--- src/rtl/xor3_sweep_ctrl.sv ---
// Self-test sequencer for a 3-input XOR gate: sweeps every input vector in
// ascending order, waits SETTLE cycles per vector, samples y and checks it against EXPECT.
module xor3_sweep_ctrl #(
  parameter int                    N_IN   = 3,
  parameter int                    SETTLE = 2,
  parameter logic [2**N_IN-1:0]    EXPECT = 8'b1001_0110
) (
  input  logic            clk,
  input  logic            rst,
  input  logic            start,
  input  logic            gate_y,
  output logic [N_IN-1:0] gate_in,
  output logic            busy,
  output logic            done,
  output logic            pass,
  output logic [N_IN:0]   err_count,
  output logic            fail_valid,
  output logic [N_IN-1:0] first_fail_idx
);
  localparam int EW = N_IN + 1;
  localparam int CW = (SETTLE > 1) ? $clog2(SETTLE) : 1;
  localparam logic [N_IN-1:0] LAST = '1;

  typedef enum logic [1:0] {IDLE, WAIT, SAMPLE} state_t;

  state_t          state;
  logic [CW-1:0]   cnt;
  logic            mismatch;
  logic [EW-1:0]   err_nxt;

  // err_count tops out at 2**N_IN, which EW bits hold without wrapping
  always_comb begin
    mismatch = gate_y ^ EXPECT[gate_in];
    err_nxt  = err_count + EW'(mismatch);
  end

  always_ff @(posedge clk) begin
    if (rst) begin
      state          <= IDLE;
      cnt            <= '0;
      gate_in        <= '0;
      busy           <= 1'b0;
      done           <= 1'b0;
      pass           <= 1'b0;
      err_count      <= '0;
      fail_valid     <= 1'b0;
      first_fail_idx <= '0;
    end else begin
      done <= 1'b0;
      case (state)
        IDLE: begin
          if (start) begin
            state          <= WAIT;
            gate_in        <= '0;
            cnt            <= '0;
            busy           <= 1'b1;
            err_count      <= '0;
            fail_valid     <= 1'b0;
            first_fail_idx <= '0;
            pass           <= 1'b0;
          end
        end
        WAIT: begin
          if (cnt == CW'(SETTLE - 1)) state <= SAMPLE;
          else                        cnt   <= cnt + 1'b1;
        end
        SAMPLE: begin
          err_count <= err_nxt;
          if (mismatch && !fail_valid) begin
            fail_valid     <= 1'b1;
            first_fail_idx <= gate_in;
          end
          if (gate_in != LAST) begin
            gate_in <= gate_in + 1'b1;
            cnt     <= '0;
            state   <= WAIT;
          end else begin
            // last vector stays on gate_in after the sweep
            state <= IDLE;
            busy  <= 1'b0;
            done  <= 1'b1;
            pass  <= (err_nxt == '0);
          end
        end
        default: state <= IDLE;
      endcase
    end
  end
endmodule

--- config.mk ---
export PLATFORM = sky130hd
export DESIGN_NAME = xor3_sweep_ctrl
export DESIGN_NICKNAME = d
export VERILOG_FILES = /design/src/rtl/xor3_sweep_ctrl.sv
export SDC_FILE = /design/constraint.sdc
export NUM_CORES = 1
export LEC_CHECK = 0
export ABC_AREA = 1
export BUFFER_PORTS_ARGS = -buffer_cell sky130_fd_sc_hd__buf_2
export CAP_MARGIN = 20
export CORE_ASPECT_RATIO = 1.4
export CORE_MARGIN = 3
export CORE_UTILIZATION = 47
export DETAILED_ROUTE_END_ITERATION = 12
export GPL_TIMING_DRIVEN = 0
export PLACE_DENSITY = 0.84
export SYNTH_ARGS = -nofsm -noshare
export SYNTH_HDL_FRONTEND = slang
export SYNTH_SLANG_ARGS = --single-unit
--- constraint.sdc ---
create_clock -name clk -period 1.6 [get_ports clk]
set_clock_uncertainty 0.05 [all_clocks]
set_input_delay 0 -clock clk [delete_from_list [all_inputs] [get_ports clk]]
set_output_delay 0 -clock clk [all_outputs]
set_load 0.1 [all_outputs]
After elaboration in Yosys (flattened, before gate mapping)
Memory sizes are Yosys's and may differ from the RTL's. A register that Yosys moved wholly into a read port is not among the register bits.
Index checks and enable logic that the tools add are counted.
Cells by class
  add/subtract/negate cells: 3
  $lt $le $gt $ge: 1
  equal/unequal tests: 8
  muxes and demuxes: 26
  bitwise operators: 2
  reduce and logical (&&, ||, !) cells: 13
Operator list (number)
  two-way mux 3 bit: 5
  one-hot mux 3 bit (2 select lines): 2
  AND reduction 3 bit: 4
  two-way mux 1 bit: 10
  != test 2 bit (second input constant): 5
  one-hot mux 4 bit (2 select lines): 1
  one-hot mux 1 bit (2 select lines): 3
  one-hot mux 2 bit (3 select lines): 1
  adder 4 x 1 -> 4 bit: 1
  logical NOT 4 bit: 1
  < comparator 3 x 4 -> 1 bit (second input constant): 1
  two-way mux 2 bit: 2
  two-way mux 4 bit: 1
  AND reduction 2 bit: 2
  adder 3 x 1 -> 3 bit (second input constant): 1
  != test 3 bit (second input constant): 1
  one-hot mux 1 bit (3 select lines): 1
  nonzero test 3 bit: 1
  == test 2 x 1 -> 1 bit (second input constant): 1
  == test 2 bit (second input constant): 1
  logical NOT 2 bit: 1
  nonzero test 2 bit: 1
  OR reduction 2 bit: 1
  adder 1 bit (second input constant): 1
  other kinds (4): 4
Word-level totals
  register bits: 17
  memory bits (read-only): 8
  output and inout bits: 14
  memories kept: 1
Memories
  (name not given): words 8, width 1, read ports 1, clocked after Yosys merged registers in 1, write ports 0, RTL line 33  | mismatch = gate_y ^ EXPECT[gate_in];

Longest topological paths before layout
Gate-level depths: netlist of the first run.
  word-level depth: 7
  depth in mapped cells: 10
  mapped depth without buffers: 10

Least setup slack after synthesis of the first run
Ideal clock, no wire load.
  path type: register to register
  from: register gate_in[1]
  to: register (tool-made name)
  setup time: 0.113 ns
  data arrival time: 1.992 ns
  slack: -0.555 ns
  cell stages (with the launch flop): 10
  cells stage by stage: dfxtp_1 > ha_1 > ha_1 > inv_1 > nand3_2 > nand3_2 > nand2_2 > nand3_1 > nand3_2 > nand2_1
RTL lines
  start: declaration: RTL line 12  | output logic [N_IN-1:0] gate_in,
  start signal: assignment: RTL line 74  | gate_in <= gate_in + 1'b1;

==> metrics, run 1 <==
outcome=completed; YS warnings=0; Die W=43.0 µm; vias per std cell=5.40; crit share post-route=98.4%; total chip power=0.000949 W; Routability Congestion=0.861; GR Overflow Total=0; Syn Inst Count=117; share of layout cells above drive strength 1=45.4%; # fillers=141; hold path depth=4; CP max FO=2; Area contributors post-synth=dfxtp_1, nand2_1, a21oi_1, ha_1, nand3_1; R2R cell count=7; Util after Layout=67.5%; Total GRT Usage=17.3%; crit path kind=reg -> reg; Num CTS Buffers=3; vias in the first global route=813; final-report hold violation count=0; Worst-path clk slew=0.10 ns; Fmax achieved=635 MHz; worst endpoint data arrival time=1.75 ns; first-pass GRT wire length=3310 µm; sw power=0.000295 W; commonest non-fill, non-tap cells in the layout=nand2_1, buf_2, dfxtp_1, a21oi_1, inv_1; slew margin rel.=67.5%; R2R Setup Slk=0.02 ns; DRC=0; DR iter-0 viols=31; Final ANT Viol Nets=0; post-synthesis cell type count=26; Syn Nets=125; P per Cell Area=790 nW/µm²; clock power share=29.5%; Sw Share=31.1%; row count=18; most common cell after layout, fill and taps aside=nand2_1; Root Driver=clkbuf_4; worst hold slack=0.0612 ns; Mapped Avg Cell Area=7.69 µm²; Critical Path RT=1.78 ns; min cycle time layout=1.58 ns; Post-Route WL=2070 µm; Nets=150; setup TNS=0 ns; number of max-cap violations=0; PortBufs=17; Synth area leader=dfxtp_1; H-tree level count=1; CTS tree=done; HP Class=in -> reg; DPL Wire Length=1380 µm; area of the core=1780 µm²; DR pass1 iterations=4; final slew viol count=0; Ports=18; worst vdd ir=526 µV; ANT cells=0; CTS max path bufs=2; Hold Crit Start=gate_y; largest net degree at the start of global routing=11; CP Launch Type=register; Synth-to-Final Area Change=33.5%; post-synthesis register bit count=18; Comb pwr share=20.0%; DIE AREA=2480 µm²; worst skew pair latency=0.29 ns; internal power=0.000654 W; Seq/Total Area, Yosys=40.1%; Initial Util=50.6%; vias after detailed routing=870; non-filler cells, final=161; Seq pwr share=50.5%; initial antenna violation count=0; wire per inst=12.9 µm; clock sink count=18; Yosys top cell area share=40.1%; Die Ht=57.8 µm; CP Capture Type=register; slew of the pin with the lowest slew margin=0.488 ns; RSZ-0062 raised after global routing=yes; Leakage=0.514 nW; Post-Syn Area=900 µm²; Placed Instances=154; # setup viols final=0
worst max-delay path, cell delays in order, from the launching register on:
cell	delay (ns)
dfxtp_2	0.35
xor2_4	0.17
ha_4	0.18
ha_4	0.15
or2_4	0.23
a21oi_4	0.14
nand3_2	0.09
a21oi_2	0.15
cell usage after synthesis:
cell and n:
or2_1 1, nor2_4 1, xor2_1 2, nand2_1 29
nor2_1 5, buf_1 1, o21ai_1 1, clkinv_1 1
inv_1 9, clkinv_2 1, a211oi_1 1, inv_2 3
nand4_1 2, nand2_2 4, dfxtp_1 18, a21oi_2 2
buf_6 1, nor3_1 2, o21ai_0 2, nor2_2 1
nand3_1 10, or2_2 1, ha_1 4, a21oi_1 10
nand3_4 1, nand3_2 4
cells by family after synthesis:
group / synth area share (%)
and+or+nand+nor: 34.8
DFF: 40.1
AOI/OAI and AO/OA: 10.0
buffers and inverters: 7.65
adders and majority gates: 5.56
xor gates and xnor gates: 1.95
layer usage:
metal	GRT usage, %	part of all wire, %
met1	18.6	41
met2	31.1	53
met3	3.73	4.2
met4	8.62	1.8
met5	0	0
through the flow:
step	instance area (µm²)	setup slack, ns
final	1200	0.0249
after global routing	1200	-0.0363
after detailed placement	1030	-0.106
after CTS	1150	0.00932
after floorplan	918	-0.0367
after global placement	1030	-0.0531
cell type report:
class / count / area, µm² / share of cell area (%)
Multi-Input combinational cell: 83 / 581 / 48.3
Tap cell: 20 / 25.0 / 2.08
Sequential cell: 18 / 378 / 31.5
Timing Repair Buffer: 20 / 110 / 9.17
Clock buffer: 4 / 36.3 / 3.02
Buffer: 2 / 15.0 / 1.25
Inverter: 14 / 56.3 / 4.69
state kept, by name, indices dropped and copies added, names as in the netlist, named ones only:
signal / cells
state: 2
done: 1
cnt: 1
fail_valid: 1
first_fail_idx: 3
err_count: 4
pass: 1
busy: 1
gate_in: 3
worst paths after layout:
| check | to |
|---|---|
| setup / recovery | pass |
| hold reg to reg | state[1] |
| hold / removal | fail_valid |
| setup reg to reg | pass |
power by group through the flow:
stage,clock [W],combinational (W),sequential (W)
final,0.000280,0.000190,0.000479
after global routing,0.000308,0.000205,0.000481
after CTS,0.000285,0.000180,0.000477
after detailed placement,0,0.000164,0.000484
after global placement,0,0.000161,0.000483
after floorplan,0,0.0000782,0.000538
timing repair:
action	in CTS	in global routing
hold endpoints to repair	2	0
hold buffers	1	0
buffers inserted	2	0
gates resized for setup	11	12
cloned	0	0
endpoints found under the setup margin	3	3
pin swaps	6	7
(Power assumes the default switching activity.)
==> inputs of run 2 (changes only) <==
--- a/config.mk
+++ b/config.mk
@@ -8,12 +8,14 @@
 export ABC_AREA = 1
 export BUFFER_PORTS_ARGS = -buffer_cell sky130_fd_sc_hd__buf_2
 export CAP_MARGIN = 20
+export CELL_PAD_IN_SITES_DETAIL_PLACEMENT = 0
+export CELL_PAD_IN_SITES_GLOBAL_PLACEMENT = 1
 export CORE_ASPECT_RATIO = 1.4
 export CORE_MARGIN = 3
-export CORE_UTILIZATION = 47
+export CORE_UTILIZATION = 34
 export DETAILED_ROUTE_END_ITERATION = 12
 export GPL_TIMING_DRIVEN = 0
-export PLACE_DENSITY = 0.84
+export PLACE_DENSITY = 0.83
 export SYNTH_ARGS = -nofsm -noshare
 export SYNTH_HDL_FRONTEND = slang
 export SYNTH_SLANG_ARGS = --single-unit
==> run 2 against run 1 <==
  * Clock-buffer cell count stayed put
  * Die area is 33% higher
  * Non-clock buffer count stayed put
  * Critical path depth is 3 higher
  * Combinational power hardly changed
  * Cell area is 2.0% lower
  * Register-to-register slack better by 0.02 ns
==> metrics, run 2 (synthesis gave the netlist of run 1 again) <==
PortBufs=17; vias after detailed routing=840; H-tree level count=1; DPL Wire Length=1520 µm; DIE AREA=3310 µm²; final-report hold violation count=0; Total GRT Usage=14.2%; Synth-to-Final Area Change=30.9%; CTS max path bufs=2; R2R cell count=10; Ports=18; worst vdd ir=413 µV; Fmax achieved=641 MHz; DR pass1 iterations=4; Worst-path clk slew=0.11 ns; biggest regs=err_count: 4 flops, first_fail_idx: 3 flops, gate_in: 3 flops; outcome=completed; CP Capture Type=register; initial antenna violation count=0; area of the core=2470 µm²; final slew viol count=0; worst endpoint data arrival time=1.69 ns; largest net degree at the start of global routing=11; min cycle time layout=1.56 ns; share of layout cells above drive strength 1=41.8%; first-pass GRT wire length=3480 µm; Die W=49.5 µm; slew margin rel.=66.3%; GR Overflow Total=0; Post-Route WL=2200 µm; CP Launch Type=register; RSZ-0062 raised after global routing=yes; Root Driver=clkbuf_4; worst skew pair latency=0.30 ns; crit path kind=reg -> reg; Nets=150; crit share post-route=97.4%; Final ANT Viol Nets=0; setup TNS=0 ns; DRC=0; DR iter-0 viols=16; worst hold slack=0.0971 ns; Die Ht=66.9 µm; # setup viols final=0; CP max FO=5; R2R Setup Slk=0.04 ns; slew of the pin with the lowest slew margin=0.506 ns; Num CTS Buffers=3; Initial Util=36.4%; wire per inst=12.5 µm; number of max-cap violations=0; commonest non-fill, non-tap cells in the layout=nand2_1, buf_2, nand3_1, dfxtp_1, a21oi_1; Worst setup startpoint=gate_in[0]; Post-DP Area=1050 µm²; most common cell after layout, fill and taps aside=nand2_1; HP Class=in -> reg; P per Cell Area=810 nW/µm²; Leakage=0.511 nW; # fillers=281; Top reg by flops=err_count; Critical Path RT=1.73 ns; Routability Congestion=0.850; max reg flops=4; clock sink count=18; Reg-to-Reg Start=gate_in[0]; vias in the first global route=775; vias per std cell=4.80; ANT cells=0; design area=1180 µm²; CTS tree=done; row count=21
run 2: changes by cell type in the layout (fill, tap and decap cells not counted):
cell / delta
ha_2: +1
ha_4: -1
nand2_1: +2
nand2_2: -2
nand3_1: +3
nand3_2: -3
xor2_2: +1
xor2_4: -1
run 2: worst min path at each step:
stage,from,to,slack (ns),cells after the start
after detailed placement,rst,err_count[2],0.18,2
final,start,err_count[1],0.1,4
after floorplan,rst,err_count[2],0.02,1
after CTS,start,cnt,0.007,4
after global routing,start,err_count[1],0.12,4
after global placement,rst,err_count[2],0.16,2
run 2: metal layers:
layer	routed length, µm	GRT usage, %	vias up	share of wire, %
met5	0	0	-	0
met4	38	8.30	0	1.7
met3	57	2.01	4	2.6
met2	1160	25.3	12	53
met1	941	16.0	394	43
li1	-	-	430	-
run 2: layout make-up:
type / instances / area (µm²) / share of cell area (%)
multi-input cells: 83 / 539 / 45.8
flip-flops and latches: 18 / 378 / 32.1
repair buffers: 20 / 110 / 9.35
inverters: 14 / 56.3 / 4.78
well taps: 34 / 42.5 / 3.61
clock buffers: 4 / 36.3 / 3.08
plain buffers: 2 / 15.0 / 1.28
run 2: through the flow:
stage | setup slack [ns] | total power [W] | util, % | instances
final | 0.0409 | 0.000954 | 47.7 | 175
after global routing | -0.0187 | 0.00100 | 47.7 | 175
after CTS | 0.000559 | 0.000953 | 46.2 | 174
after detailed placement | -0.0922 | 0.000650 | 42.4 | 168
after global placement | -0.0787 | 0.000648 | 42.4 | 168
after floorplan | -0.0367 | 0.000616 | - | 117
run 2: critical path, stage by stage, from the launching register on:
cell and delay (ns):
dfxtp_4 0.38, ha_2 0.20, ha_4 0.18, inv_4 0.06
nand3_4 0.10, nand2_4 0.11, nand2_1 0.07, nand3_2 0.09
clkinv_2 0.07, nand3_2 0.07, nand2_1 0.07
run 2: power by group:
part / leakage [nW] / internal (W) / switching (W)
logic: 0.339 / 0.0000539 / 0.000133
clock network: 0.0210 / 0.000139 / 0.000150
registers: 0.151 / 0.000460 / 0.0000186
total: 0.511 / 0.000652 / 0.000301
run 2: timing repair:
item	CTS	global route
hold endpoints to repair	2	0
resized for setup	10	6
cloned	0	0
endpoints found under the setup margin	2	2
pin swaps	5	8
hold buffers	1	0
buffers inserted	1	1
==> inputs of run 3 (changes only) <==
--- a/config.mk
+++ b/config.mk
@@ -8,7 +8,7 @@
 export ABC_AREA = 1
 export BUFFER_PORTS_ARGS = -buffer_cell sky130_fd_sc_hd__buf_2
 export CAP_MARGIN = 20
-export CELL_PAD_IN_SITES_DETAIL_PLACEMENT = 0
+export CELL_PAD_IN_SITES_DETAIL_PLACEMENT = 1
 export CELL_PAD_IN_SITES_GLOBAL_PLACEMENT = 1
 export CORE_ASPECT_RATIO = 1.4
 export CORE_MARGIN = 3
==> run 3 against run 2 <==
  * Clock power about the same
  * Register-to-register slack improved by 0.02 ns
  * Cell area is 3.2% higher
  * Power grew 0.64%
  * Sequential power hardly changed
  * Core utilization is 1.5 points higher
  * Critical path depth fell by 3
==> metrics, run 3 (synthesis gave the netlist of run 1 again) <==
outcome=completed; biggest regs=err_count: 4 flops, first_fail_idx: 3 flops, gate_in: 3 flops; final-report hold violation count=0; CTS tree=done; commonest non-fill, non-tap cells in the layout=nand2_1, buf_2, a21oi_1, nand3_1, dfxtp_1; Die W=49.5 µm; largest net degree at the start of global routing=11; H-tree level count=1; DR pass1 iterations=4; CP Launch Type=register; # setup viols final=0; crit share post-route=96.3%; grt met3 use=2.46%; Top reg by flops=err_count; first-pass GRT wire length=3980 µm; Initial Util=36.4%; Synth-to-Final Area Change=35.0%; slew of the pin with the lowest slew margin=0.503 ns; vias after detailed routing=852; total chip power=0.000960 W; Num CTS Buffers=3; DRC=0; HP Class=in -> reg; share of layout cells above drive strength 1=45.5%; worst hold slack=0.0851 ns; Worst-path clk slew=0.11 ns; vias per std cell=4.76; met1 GRT Util=16.7%; wire per inst=14.3 µm; design area=1210 µm²; Routability Congestion=0.850; max reg flops=4; Post-DP Area=1050 µm²; Critical Path RT=1.79 ns; P per Cell Area=790 nW/µm²; row count=21; GR Overflow Total=0; worst setup margin=0.0587 ns; Leakage=0.529 nW; clock sink count=18; Ports=18; Root Driver=clkbuf_4; R2R Setup Slk=0.06 ns; Total GRT Usage=15.9%; Fmax achieved=649 MHz; Die Ht=66.9 µm; CP max FO=2; Post-Route WL=2560 µm; number of max-cap violations=0; worst endpoint data arrival time=1.73 ns; Final ANT Viol Nets=0; CTS max path bufs=2; grt met2 use=31.2%; slew margin rel.=66.5%; DIE AREA=3310 µm²; Nets=154; Hold Crit Start=start; setup TNS=0 ns; pre-CTS setup slack=-0.0959 ns; vias in the first global route=892; initial antenna violation count=0; DPL Wire Length=1780 µm; worst skew pair latency=0.30 ns; final slew viol count=0; ANT cells=0; Most Crowded Layer GR=met2; crit path kind=reg -> reg; PortBufs=17; most common cell after layout, fill and taps aside=nand2_1; DR iter-0 viols=7; CP Capture Type=register; area of the core=2470 µm²; worst vdd ir=387 µV; min cycle time layout=1.54 ns
## run 3: cell count changes in the layout (fill, tap and decap cells not counted)
cell and change:
nand2_1 -2, a21oi_1 +1, dfxtp_1 -1, nand3_1 -1
a21oi_2 -1, dfxtp_2 +1, nand3_2 +1, buf_4 +4
nand2_2 +2
## run 3: path summary, 6_finish.rpt
kind,to,depth (start not counted)
max,pass,7
min,err_count[1],4
max reg2reg,pass,7
min reg2reg,state[1],2
## run 3: report_power, final
part	switching [W]	internal [W]
Combinational	0.000135	0.0000567
Clock	0.000151	0.000139
Sequential	0.0000179	0.000460
## run 3: per-stage QoR
step,cells,util [%]
after floorplan,117,-
after global routing,179,49.2
after global placement,168,42.4
after CTS,176,46.5
after detailed placement,168,42.4
final,179,49.2
## run 3: cell type report
| cell class | instances | area, µm² |
|---|---|---|
| Fill cell | 328 | 1250 |
| Multi-Input combinational cell | 83 | 546 |
| Sequential cell | 18 | 379 |
| Timing Repair Buffer | 24 | 140 |
| Inverter | 14 | 56.3 |
| Tap cell | 34 | 42.5 |
| Clock buffer | 4 | 36.3 |
| Buffer | 2 | 15.0 |
## run 3: what timing repair did
| action | CTS | global route |
|---|---|---|
| buffers inserted | 3 | 3 |
| hold buffers | 1 | 0 |
| hold endpoints to repair | 2 | 0 |
| resized for setup | 10 | 9 |
| pin swaps | 7 | 8 |
| endpoints found under the setup margin | 3 | 3 |
## run 3: metal layers
metal	up-vias	part of all wire [%]
met3	5	2.3
met1	399	41
li1	435	-
met4	0	1.7
met2	13	55
met5	-	0
## run 3: critical path, stage by stage, from the launching register on
cell,delay (ns)
dfxtp_2,0.34
xor2_2,0.15
ha_2,0.18
ha_2,0.18
or2_4,0.23
a21oi_4,0.14
nand3_2,0.09
a21oi_1,0.12
